$ cat src/rtl/rv32i_mem_stage.sv
// RV32I memory stage: issues data-memory requests over req/ack, stalls upstream while waiting,
// aligns/extends load data and registers the writeback bundle.
module rv32i_mem_stage #(
  parameter int unsigned TIMEOUT_CYCLES = 16,
  parameter int unsigned CNT_W          = 5
) (
  input  logic        clk,
  input  logic        reset,
  input  logic [31:0] alu_in,
  input  logic [31:0] iw_in,
  input  logic [31:0] pc_in,
  input  logic [31:0] rs2_data_in,
  input  logic [1:0]  src_sel_in,
  input  logic        wb_en_in,
  input  logic [4:0]  wb_reg_in,
  output logic        dmem_req,
  output logic        dmem_we,
  output logic [31:0] dmem_addr,
  output logic [31:0] dmem_wdata,
  output logic [3:0]  dmem_be,
  input  logic        dmem_ack,
  input  logic [31:0] dmem_rdata,
  output logic        stall_out,
  output logic [31:0] wb_data_out,
  output logic [4:0]  wb_reg_out,
  output logic        wb_en_out,
  output logic [31:0] iw_out,
  output logic [31:0] pc_out,
  output logic        misalign_err,
  output logic        bus_err,
  output logic        df_mem_enable,
  output logic        df_mem_pending,
  output logic [4:0]  df_mem_reg,
  output logic [31:0] df_mem_data
);

  localparam logic [0:0] StIdle = 1'b0;
  localparam logic [0:0] StWait = 1'b1;
  localparam logic [6:0] OpLoad  = 7'b0000011;
  localparam logic [6:0] OpStore = 7'b0100011;

  logic [0:0]       state_q, state_d;
  logic [CNT_W-1:0] cnt_q, cnt_d;
  logic [31:0]      wb_data_q, wb_data_d, iw_q, iw_d, pc_q, pc_d;
  logic [4:0]       wb_reg_q, wb_reg_d;
  logic             wb_en_q, wb_en_d, misalign_err_q, misalign_err_d, bus_err_q, bus_err_d;

  logic        is_load, is_store, mem_op, bad_access, aligned_op, timeout, abort;
  logic [2:0]  funct3;
  logic [1:0]  lane;
  logic [7:0]  byte_sel;
  logic [15:0] half_sel;
  logic [31:0] load_data, result;

  assign funct3   = iw_in[14:12];
  assign lane     = alu_in[1:0];
  assign is_load  = (iw_in[6:0] == OpLoad);
  assign is_store = (iw_in[6:0] == OpStore);
  assign mem_op   = is_load | is_store;

  // Illegal funct3 is folded into the misaligned path: no request, error pulse.
  always_comb begin
    bad_access = 1'b1;
    unique case (funct3[1:0])
      2'b00:   bad_access = is_store & funct3[2];
      2'b01:   bad_access = (is_store & funct3[2]) | alu_in[0];
      2'b10:   bad_access = funct3[2] | (|alu_in[1:0]);
      default: bad_access = 1'b1;
    endcase
  end

  assign aligned_op = mem_op & ~bad_access;
  assign timeout    = (state_q == StWait) && (cnt_q == CNT_W'(TIMEOUT_CYCLES));
  assign abort      = aligned_op & timeout & ~dmem_ack;

  assign dmem_req  = ~reset & aligned_op;
  assign stall_out = ~reset & aligned_op & ~dmem_ack & ~timeout;
  assign dmem_we   = is_store;
  assign dmem_addr = {alu_in[31:2], 2'b00};

  always_comb begin
    dmem_wdata = rs2_data_in;
    dmem_be    = 4'b1111;
    unique case (funct3[1:0])
      2'b00: begin
        dmem_wdata = {4{rs2_data_in[7:0]}};
        dmem_be    = 4'b0001 << lane;
      end
      2'b01: begin
        dmem_wdata = {2{rs2_data_in[15:0]}};
        dmem_be    = 4'b0011 << lane;
      end
      default: ;
    endcase
  end

  assign byte_sel = dmem_rdata[{lane, 3'b000} +: 8];
  assign half_sel = alu_in[1] ? dmem_rdata[31:16] : dmem_rdata[15:0];

  always_comb begin
    unique case (funct3)
      3'b000:  load_data = {{24{byte_sel[7]}}, byte_sel};
      3'b001:  load_data = {{16{half_sel[15]}}, half_sel};
      3'b100:  load_data = {24'b0, byte_sel};
      3'b101:  load_data = {16'b0, half_sel};
      default: load_data = dmem_rdata;
    endcase
  end

  assign result = (src_sel_in == 2'b01) ? load_data : alu_in;

  always_comb begin
    state_d = state_q;
    cnt_d   = cnt_q;
    unique case (state_q)
      StIdle: begin
        if (aligned_op && !dmem_ack) begin
          state_d = StWait;
          cnt_d   = CNT_W'(1);
        end
      end
      default: begin
        if (dmem_ack || timeout || !aligned_op) begin
          state_d = StIdle;
          cnt_d   = '0;
        end else begin
          cnt_d = cnt_q + CNT_W'(1);
        end
      end
    endcase
  end

  always_comb begin
    wb_data_d      = '0;
    wb_reg_d       = '0;
    wb_en_d        = 1'b0;
    iw_d           = '0;
    pc_d           = '0;
    misalign_err_d = 1'b0;
    bus_err_d      = 1'b0;
    if (!stall_out) begin
      wb_data_d      = result;
      wb_reg_d       = wb_reg_in;
      wb_en_d        = wb_en_in & ~(mem_op & bad_access) & ~abort;
      iw_d           = iw_in;
      pc_d           = pc_in;
      misalign_err_d = mem_op & bad_access;
      bus_err_d      = abort;
    end
  end

  always_ff @(posedge clk or posedge reset) begin
    if (reset) begin
      state_q        <= StIdle;
      cnt_q          <= '0;
      wb_data_q      <= '0;
      wb_reg_q       <= '0;
      wb_en_q        <= 1'b0;
      iw_q           <= '0;
      pc_q           <= '0;
      misalign_err_q <= 1'b0;
      bus_err_q      <= 1'b0;
    end else begin
      state_q        <= state_d;
      cnt_q          <= cnt_d;
      wb_data_q      <= wb_data_d;
      wb_reg_q       <= wb_reg_d;
      wb_en_q        <= wb_en_d;
      iw_q           <= iw_d;
      pc_q           <= pc_d;
      misalign_err_q <= misalign_err_d;
      bus_err_q      <= bus_err_d;
    end
  end

  assign wb_data_out  = wb_data_q;
  assign wb_reg_out   = wb_reg_q;
  assign wb_en_out    = wb_en_q;
  assign iw_out       = iw_q;
  assign pc_out       = pc_q;
  assign misalign_err = misalign_err_q;
  assign bus_err      = bus_err_q;

  assign df_mem_enable  = wb_en_in & (~is_load | dmem_ack);
  assign df_mem_pending = wb_en_in & is_load & ~dmem_ack;
  assign df_mem_reg     = wb_reg_in;
  assign df_mem_data    = result;

endmodule

$ cat config.mk
export PLATFORM = sky130hd
export DESIGN_NAME = rv32i_mem_stage
export DESIGN_NICKNAME = d
export VERILOG_FILES = /design/src/rtl/rv32i_mem_stage.sv
export SDC_FILE = /design/constraint.sdc
export NUM_CORES = 1
export LEC_CHECK = 0
export ABC_CLOCK_PERIOD_IN_PS = 4500
export CAP_MARGIN = 15
export CELL_PAD_IN_SITES_DETAIL_PLACEMENT = 0
export CELL_PAD_IN_SITES_GLOBAL_PLACEMENT = 1
export CORE_MARGIN = 10
export CORE_UTILIZATION = 25
export DETAILED_ROUTE_END_ITERATION = 16
export PLACE_DENSITY = 0.92
export RECOVER_POWER = 50
export SLEW_MARGIN = 20
export SYNTH_ARGS = -nofsm -noshare
export SYNTH_HDL_FRONTEND = slang
export SYNTH_SLANG_ARGS = --single-unit
$ cat constraint.sdc
create_clock -name clk -period 4.5 [get_ports clk]
set_input_delay 0.9 -clock clk [delete_from_list [all_inputs] [get_ports clk]]
set_output_delay 0.9 -clock clk [all_outputs]
set_load 0.1 [all_outputs]
Yosys cells after proc, flatten, opt, wreduce, memory -nomap -nowiden:

Cells that the tools add are included.

* add/sub/neg operators: 1
* equality and inequality tests: 9
* shift-type cells: 3
* multiplexer cells: 19
* bitwise operators: 24
* reductions and logical operators: 10

Operators by type and width (count)
* 32-bit two-way mux: 4
* 32-bit one-hot mux with 4 select lines: 1
* 32-bit one-hot mux with 2 select lines: 1
* 32-bit by 6-bit variable part select with 8-bit output: 1
* 5-bit two-way mux: 4
* 16-bit two-way mux: 1
* 1-bit AND: 13
* 4-bit one-hot mux with 2 select lines: 1
* 7-bit by 2-bit == test with 1-bit output, second input constant: 1
* 7-bit by 6-bit == test with 1-bit output, second input constant: 1
* 1-bit inverter: 7
* 3-bit == test, second input constant: 2
* 1-bit two-way mux: 6
* 5-bit by 1-bit adder with 5-bit output, second input constant: 1
* 5-bit == test, second input constant: 1
* 2-bit by 1-bit == test with 1-bit output, second input constant: 2
* 1-bit OR: 4
* 1-bit by 2-bit left shift with 4-bit output, first input constant: 1
* 2-bit by 2-bit left shift with 4-bit output, first input constant: 1
* 3-bit by 1-bit == test with 1-bit output, second input constant: 1
* 3-bit logical NOT: 1
* 1-bit one-hot mux with 3 select lines: 1
* 2-bit == test, second input constant: 1
* 1-bit logical AND: 2
* 5 further kinds: 7

* bits in registers: 110
* bits of input ports: 171
* logic and storage cells: 75

Logic depth before layout (Yosys ltp):

Gate-level depths: netlist (run 1).

* word-level depth: 11
* gate-level depth with buffers: 7
* mapped depth without buffers: 6

Least setup slack after synthesis (run 1):

Ideal clock, no wire load.

* path kind: in2out
* from: input iw_in[2]
* to: output df_mem_pending
* data arrival time: 4.885 ns
* required time: 3.600 ns
* path slack: -1.285 ns
* cell stages on the path: 3
* buffers on the path: 0
* path through: or4_1 > or2_1 > nor4b_1

* longest elaborated chain between the ends: 3

RTL lines
* from (decl): line 10 `input logic [31:0] iw_in,`
* 7-bit by 2-bit == test with 1-bit output: line 57 `assign is_load = (iw_in[6:0] == OpLoad);`
* 1-bit AND (2 in series): line 185 `assign df_mem_pending = wb_en_in & is_load & ~dmem_ack;`
* to (decl): line 32 `output logic df_mem_pending,`

Every way passes these cells.

Worst setup path in the final report (run 1):

* from: input alu_in[1]
* to: output df_mem_data[8]

* longest elaborated chain between the ends: 3
* elaborated cells on any way between the ends: 4

RTL lines
* from (decl): line 9 `input logic [31:0] alu_in,`
* 32-bit by 6-bit variable part select with 8-bit output / 16-bit two-way mux (equally long branches): line 97, 98
* 32-bit one-hot mux with 4 select lines *: line 101 `unique case (funct3)`
* 32-bit two-way mux *: line 110 `assign result = (src_sel_in == 2'b01) ? load_data : alu_in;`
* to (decl): line 34 `output logic [31:0] df_mem_data`

Every way passes the cells marked *; elsewhere a longest branch is shown, timed or not.

==> impl_metrics.csv, run 1 <==
group,metric,value,unit
routing,drtIter0Drc,315,
sta,slew-limit-headroom,0.00413,
placed_design,dpl_cell_area,9790,um2
critical_path,cp_max_fo,8,
worst_hold_path,whs_endpoint,"cnt_q[1]",
floorplan,io_pins,385,
synth,synthCells,550,
sta,period_needed,4.26,ns
routing,viasPerCell,4.63,
critical_path,r2r-start,"cnt_q[0]",
critical_path,ff2ff_setup_slack,2.04,ns
sta,whs,0.554,ns
clocking,cts_resized,0,
run_status,status,"finished with violations",
placed_design,port_buffers,382,
clocking,path_clk_slew,0.08,ns
critical_path,critPathCaptureType,"primary output",
critical_path,arrival,3.36,ns
clocking,cts-htree-levels,3,
synth,syn_avg_cell_area,10.0,um2
power,net-switching-power,0.00168,W
clocking,cts_setup_buffers,0,
sta,fmax,235,MHz
routing,routed_wl,26000,um
critical_path,cp-start-kind,"input pin",
run_status,violations,"capacitance limit",
placed_design,hpwl,21700,um
sta,tns,0,ns
global_routing,grt_max_degree,47,
clocking,clock_path_buffers,2,
sta,hold_viol,0,
final_layout,fin_cells,1166,
synth,synth_top_cell_area_share,0.500,
floorplan,core-area,21800,um2
worst_hold_path,hold_class,"flop to flop",
critical_path,cp.required,3.60,ns
worst_hold_path,whs_path_depth,1,
power,power.total,0.00361,W
run,maxCapViolCount,1,
routing,wl_per_cell,22.3,um
global_routing,grt_usage,0.175,
routing,drtAntennaViolNets,0,
clocking,cts_hold_buf,0,
sta,period_share,0.947,
power,intPower,0.00192,W
clocking,clockRootBuffer,"clkbuf_16",
critical_path,worst-setup-path-type,"input pin to primary output",
sta,max_slew.worst_pin.slew,1.49,ns
final_layout,synthToLayoutAreaGrowth,80.8,%
sta,maxSlewViolCount,0,
global_routing,first_global_vias,5902,
synth,ys_types,49,
sta,rsz0062_at_grt,"false",
synth,ys_seq_area_frac,0.500,
power,p_leak,4.14,nW
floorplan,die_h,168,um
synth,synth_area,5500,um2
final_layout,n_antenna_cell,0,
synth,synth_ff_type,"dfrtp_1",
global_routing,antenna_found_initial,1,
power,pwr-share-seq,0.294,
synth,ys_ff_latch,110,
clocking,clock_latency,0.36,ns
final_layout,design_area,9940,um2
sta,setup-violations-final,0,
final_layout,fin_nets,1054,
worst_hold_path,min-delay-start,"cnt_q[1]",
synth,synthArstFlopShare,1.00,
critical_path,reg2regPathDepth,7,
clocking,numCtsBuffers,9,
sta,skew,0.0142,ns
power,peakVddDrop,194,uV
final_layout,layout-drive-gt1-share,0.149,
power,p_comb_frac,0.467,
power,pwr-share-clk,0.239,
power,swShare,0.467,
synth,yosys_warnings,0,
synth,synth_edf_count,0,
floorplan,rows,54,
synth,synth.area.top_cells,"dfrtp_1, nor2b_1, buf_4",
floorplan,die-area,28300,um2
routing,dr.pass1.iters,5,
power,p_per_area,363,nW/um2
global_routing,grt_pass1_wl,37900,um
final_layout,fillers,2069,
clocking,cts_sinks,110,
floorplan,die_w,168,um
placed_design,gp_congestion,0.847,
placed_design,dp.cells,1150,
routing,vias,5397,
global_routing,globalRoute.totalOverflow,0,
critical_path,r2r_end,"iw_out[29]",
synth,synth_top_area_cell,"dfrtp_1",
routing,route.detailed.drc,0,
floorplan,initial_utilization,0.253,
clocking,cts_tree,"done",
## critical path, stage by stage
cell and delay [ns]:
dlygate4sd3_1 0.78, nor2b_1 0.65, buf_4 0.26, a22o_1 0.13, a221oi_1 0.07, buf_4 0.17
nor2_1 0.19, buf_12 0.21
## power by group through the flow
stage                     clock, W  combinational (W)  sequential [W]
after detailed placement         0            0.00173         0.00108
after CTS                 0.000894            0.00173         0.00106
final                     0.000860            0.00168         0.00106
after global routing      0.000931            0.00174         0.00107
after floorplan                  0           0.000708         0.00151
after global placement           0            0.00172         0.00108
## cells by family (layout without fill, tap and decap cells)
family,after synthesis,count (layout),synth area share
DFF,110,110,0.500
other,1,2,0.000682
and+or+nand+nor,210,210,0.204
muxes,28,28,0.0573
adders and majority gates,2,2,0.00455
xor gates and xnor gates,1,1,0.00159
buffers and inverters,89,424,0.0935
AOI/OAI and AO/OA,109,109,0.138
## state kept, by name, indices dropped and copies added (netlist names)
signal        cells
iw_out           32
pc_out           32
wb_data_out      32
cnt_q             5
wb_reg_out        5
bus_err           1
misalign_err      1
state_q           1
wb_en_out         1
## layout make-up
cell class	count	area, um2	share of cell area
sequential	110	2750	0.277
clock buffer	9	225	0.0226
tap	280	350	0.0352
clock inverter	7	93.8	0.00944
timing repair buffer	403	4230	0.425
inverter	5	20.0	0.00201
multi-input combinational	352	2270	0.229
## cells in the mapped netlist, types with 3 or more instances
master / count
a222oi_1: 5
mux2i_1: 9
buf_4: 45
nand2b_1: 12
nand2_1: 44
mux2_2: 18
and2_1: 6
nor2_1: 43
dfrtp_1: 110
a21o_1: 3
nor3_1: 9
a221oi_1: 8
clkbuf_1: 28
buf_2: 9
a22o_1: 12
nor2b_1: 72
nand3b_1: 4
inv_1: 5
nand3_1: 4
a21oi_1: 32
a211oi_1: 22
o21ai_0: 13
## layout by cell type (no fill, tap or decap), types with 9 or more instances in the layout
| master | n |
|---|---|
| clkdlybuf4s50_1 | 214 |
| dfrtp_1 | 110 |
| nor2b_1 | 71 |
| dlygate4sd3_1 | 59 |
| buf_12 | 55 |
| nand2_1 | 44 |
| nor2_1 | 43 |
| clkbuf_1 | 43 |
| a21oi_1 | 32 |
| buf_4 | 29 |
| a211oi_1 | 22 |
| mux2_2 | 18 |
| nand2b_1 | 12 |
| a22o_1 | 12 |
| mux2i_1 | 9 |
| nor3_1 | 9 |
| clkbuf_16 | 9 |
## routing by layer
layer,up-vias,track usage,share of wire
li1,2519,-,-
met3,21,0.0757,0.10
met2,276,0.301,0.49
met4,2,0.0401,0.015
met1,2579,0.196,0.39
met5,-,0,0.00050
## how the worst max path moves through the flow
| stage | from | to | slack, ns |
|---|---|---|---|
| global placement | alu_in[1] | df_mem_data[12] | 0.29 |
| finish | alu_in[1] | df_mem_data[8] | 0.24 |
| CTS | alu_in[1] | df_mem_data[8] | 0.26 |
| detailed placement | alu_in[1] | df_mem_data[14] | 0.27 |
| floorplan | iw_in[2] | df_mem_pending | 0.11 |
| global route | alu_in[1] | df_mem_data[8] | 0.09 |
## through the flow
| stage | setup WS (ns) | utilization |
|---|---|---|
| after global placement | 0.289 | 0.450 |
| after global routing | 0.0918 | 0.457 |
| after floorplan | 0.107 | - |
| after CTS | 0.257 | 0.465 |
| after detailed placement | 0.272 | 0.450 |
| final | 0.239 | 0.457 |
No activity file was read; power rests on OpenSTA's default activity.
==> inputs of run 2 (changes only) <==
--- a/config.mk
+++ b/config.mk
@@ -12,9 +12,9 @@
 export CORE_MARGIN = 10
 export CORE_UTILIZATION = 25
 export DETAILED_ROUTE_END_ITERATION = 16
-export PLACE_DENSITY = 0.92
+export GPL_ROUTABILITY_DRIVEN = 0
+export PLACE_DENSITY = 0.82
 export RECOVER_POWER = 50
-export SLEW_MARGIN = 20
 export SYNTH_ARGS = -nofsm -noshare
 export SYNTH_HDL_FRONTEND = slang
 export SYNTH_SLANG_ARGS = --single-unit
==> run 2 against run 1 <==
Compared with the run above: the run ends with capacitance limit, slew limit left; final cell count down 0.69%; largest cell class unchanged; critical path depth unchanged; power down 0.28%; clock skew down 0.0055 ns; utilization down 0.17 points.
==> impl_metrics.csv, run 2 (synthesis results as in run 1) <==
group,metric,value,unit
global_routing,grt_max_degree,91,
clocking,cts_sinks,110,
floorplan,die_h,168,um
sta,skew,0.00872,ns
final_layout,ff_latch_area,2750,um2
critical_path,cp.required,3.60,ns
critical_path,worst-path-stages,8,
clocking,cts_resized,0,
global_routing,antenna_found_initial,1,
sta,hold_viol,0,
run,maxCapViolCount,1,
critical_path,path_cells,"clkdlybuf4s50_1, buf_4, nor2b_1, buf_4, a22o_1, a221oi_1, nor2_1, buf_12",
routing,routed_wl,25100,um
placed_design,port_buffers,382,
clocking,cts_hold_buf,0,
critical_path,endpoint,"df_mem_data[10]",
critical_path,cp_slowest_stage_delay,0.76,ns
floorplan,die_w,168,um
final_layout,synthToLayoutAreaGrowth,80.1,%
clocking,cts-htree-levels,3,
power,p_per_area,363,nW/um2
sta,rsz0062_at_grt,"false",
clocking,clockRootBuffer,"clkbuf_16",
floorplan,die-area,28300,um2
power,p_leak,4.11,nW
final_layout,final_common_cell,"clkdlybuf4s50_1",
placed_design,hpwl,20800,um
global_routing,grt_pass1_wl,37100,um
final_layout,n_antenna_cell,0,
critical_path,startpoint,"alu_in[1]",
critical_path,critPathTopFamily,"buffers and inverters",
floorplan,rows,54,
sta,tns,0,ns
final_layout,multi_input_area,2270,um2
critical_path,cp_num_buf_inv,4,
routing,viasPerCell,4.59,
clocking,cts_tree,"done",
critical_path,ff2ff_setup_slack,2.22,ns
power,power.total,0.00360,W
critical_path,r2r-start,"cnt_q[0]",
routing,vias,5310,
routing,drtIter0Drc,300,
critical_path,cp_max_fo,15,
final_layout,layout-drive-gt1-share,0.140,
critical_path,critPathMostFrequentCell,"buf_4",
sta,period_needed,4.27,ns
final_layout,final_cell_mix,"clkdlybuf4s50_1, dfrtp_1, nor2b_1",
run_status,status,"finished with violations",
worst_hold_path,hold_class,"flop to flop",
sta,fmax,234,MHz
power,intPower,0.00196,W
final_layout,fin_nets,1046,
final_layout,fillers,2103,
clocking,numCtsBuffers,9,
sta,slew-limit-headroom,-0.486,
critical_path,cp-start-kind,"input pin",
clocking,cts_setup_buffers,0,
critical_path,critPathCaptureType,"primary output",
critical_path,r2r_end,"iw_out[28]",
routing,drtAntennaViolNets,0,
sta,maxSlewViolCount,49,
clocking,clock_latency,0.35,ns
power,peakVddDrop,138,uV
critical_path,worst-setup-path-type,"input pin to primary output",
global_routing,grt_usage,0.169,
critical_path,arrival,3.37,ns
routing,wl_per_cell,21.7,um
floorplan,initial_utilization,0.253,
power,swShare,0.455,
critical_path,cp_slowest_cell,"clkdlybuf4s50_1",
sta,setup-violations-final,0,
sta,max_slew.worst_pin.slew,2.22,ns
sta,period_share,0.949,
run_status,violations,"capacitance limit, slew limit",
power,pwr-share-seq,0.295,
floorplan,core-area,21800,um2
power,pwr-share-clk,0.239,
routing,dr.pass1.iters,4,
power,p_comb_frac,0.466,
floorplan,io_pins,385,
power,net-switching-power,0.00164,W
clocking,clock_path_buffers,2,
global_routing,first_global_vias,5810,
critical_path,reg2regPathDepth,8,
routing,route.detailed.drc,0,
clocking,path_clk_slew,0.08,ns
global_routing,globalRoute.totalOverflow,0,
## run 2: cell count changes in the layout (fill, tap and decap cells not counted), sizes merged
cell and change:
dlygate4sd3 +2, bufinv +1, clkdlybuf4s50 -2, clkbuf +1, clkinvlp +1, buf -8, clkinv -1, inv -2
## run 2: power by group through the flow
stage	sequential [W]	clock [W]	combinational (W)
2_1_floorplan	0.00151	0	0.000708
3_3_place_gp	0.00108	0	0.00171
3_5_place_dp	0.00108	0	0.00172
4_1_cts	0.00106	0.000887	0.00172
5_1_grt	0.00107	0.000927	0.00173
6_report	0.00106	0.000860	0.00167
## run 2: metal layers
metal,wire [um],track usage,part of all wire
met2,12500,0.297,0.50
met3,2410,0.0654,0.096
met1,9850,0.190,0.39
met4,293,0.0337,0.012
met5,0,0,0
## run 2: worst register-to-register path: cells and delay by family (launching register included)
| family | cells | cell delay (ns) |
|---|---|---|
| AND/OR/NAND/NOR | 4 | 0.98 |
| adder cells (fa/ha/maj) | 1 | 0.19 |
| buffers and inverters | 3 | 0.58 |
| flip-flops | 1 | 0.39 |
## run 2: worst min-delay path by stage
stage	from	end	cells past startpoint
after global routing	cnt_q[3]	cnt_q[3]	1
after CTS	cnt_q[1]	cnt_q[1]	1
final	cnt_q[1]	cnt_q[1]	1
after global placement	cnt_q[1]	cnt_q[1]	1
after floorplan	cnt_q[1]	cnt_q[1]	1
after detailed placement	cnt_q[1]	cnt_q[1]	1
## run 2: per-stage QoR
stage               hold WS [ns]  cell area, um2  setup slack [ns]  instances  utilization
finish                     0.546            9910             0.230       1158        0.455
global route               0.592            9910            0.0692       1158        0.455
CTS                        0.551           10100             0.176       1158        0.463
detailed placement         0.533            9760             0.192       1142        0.449
global placement           0.531            9760             0.246       1142        0.449
floorplan                  0.502            5520             0.107        551            -
## run 2: cell type report
cell class / instances / area share
Multi-Input combinational cell: 352 / 0.230
Tap cell: 280 / 0.0354
Timing Repair Buffer: 395 / 0.423
Inverter: 5 / 0.00202
Clock buffer: 10 / 0.0231
Clock inverter: 6 / 0.00884
Sequential cell: 110 / 0.278
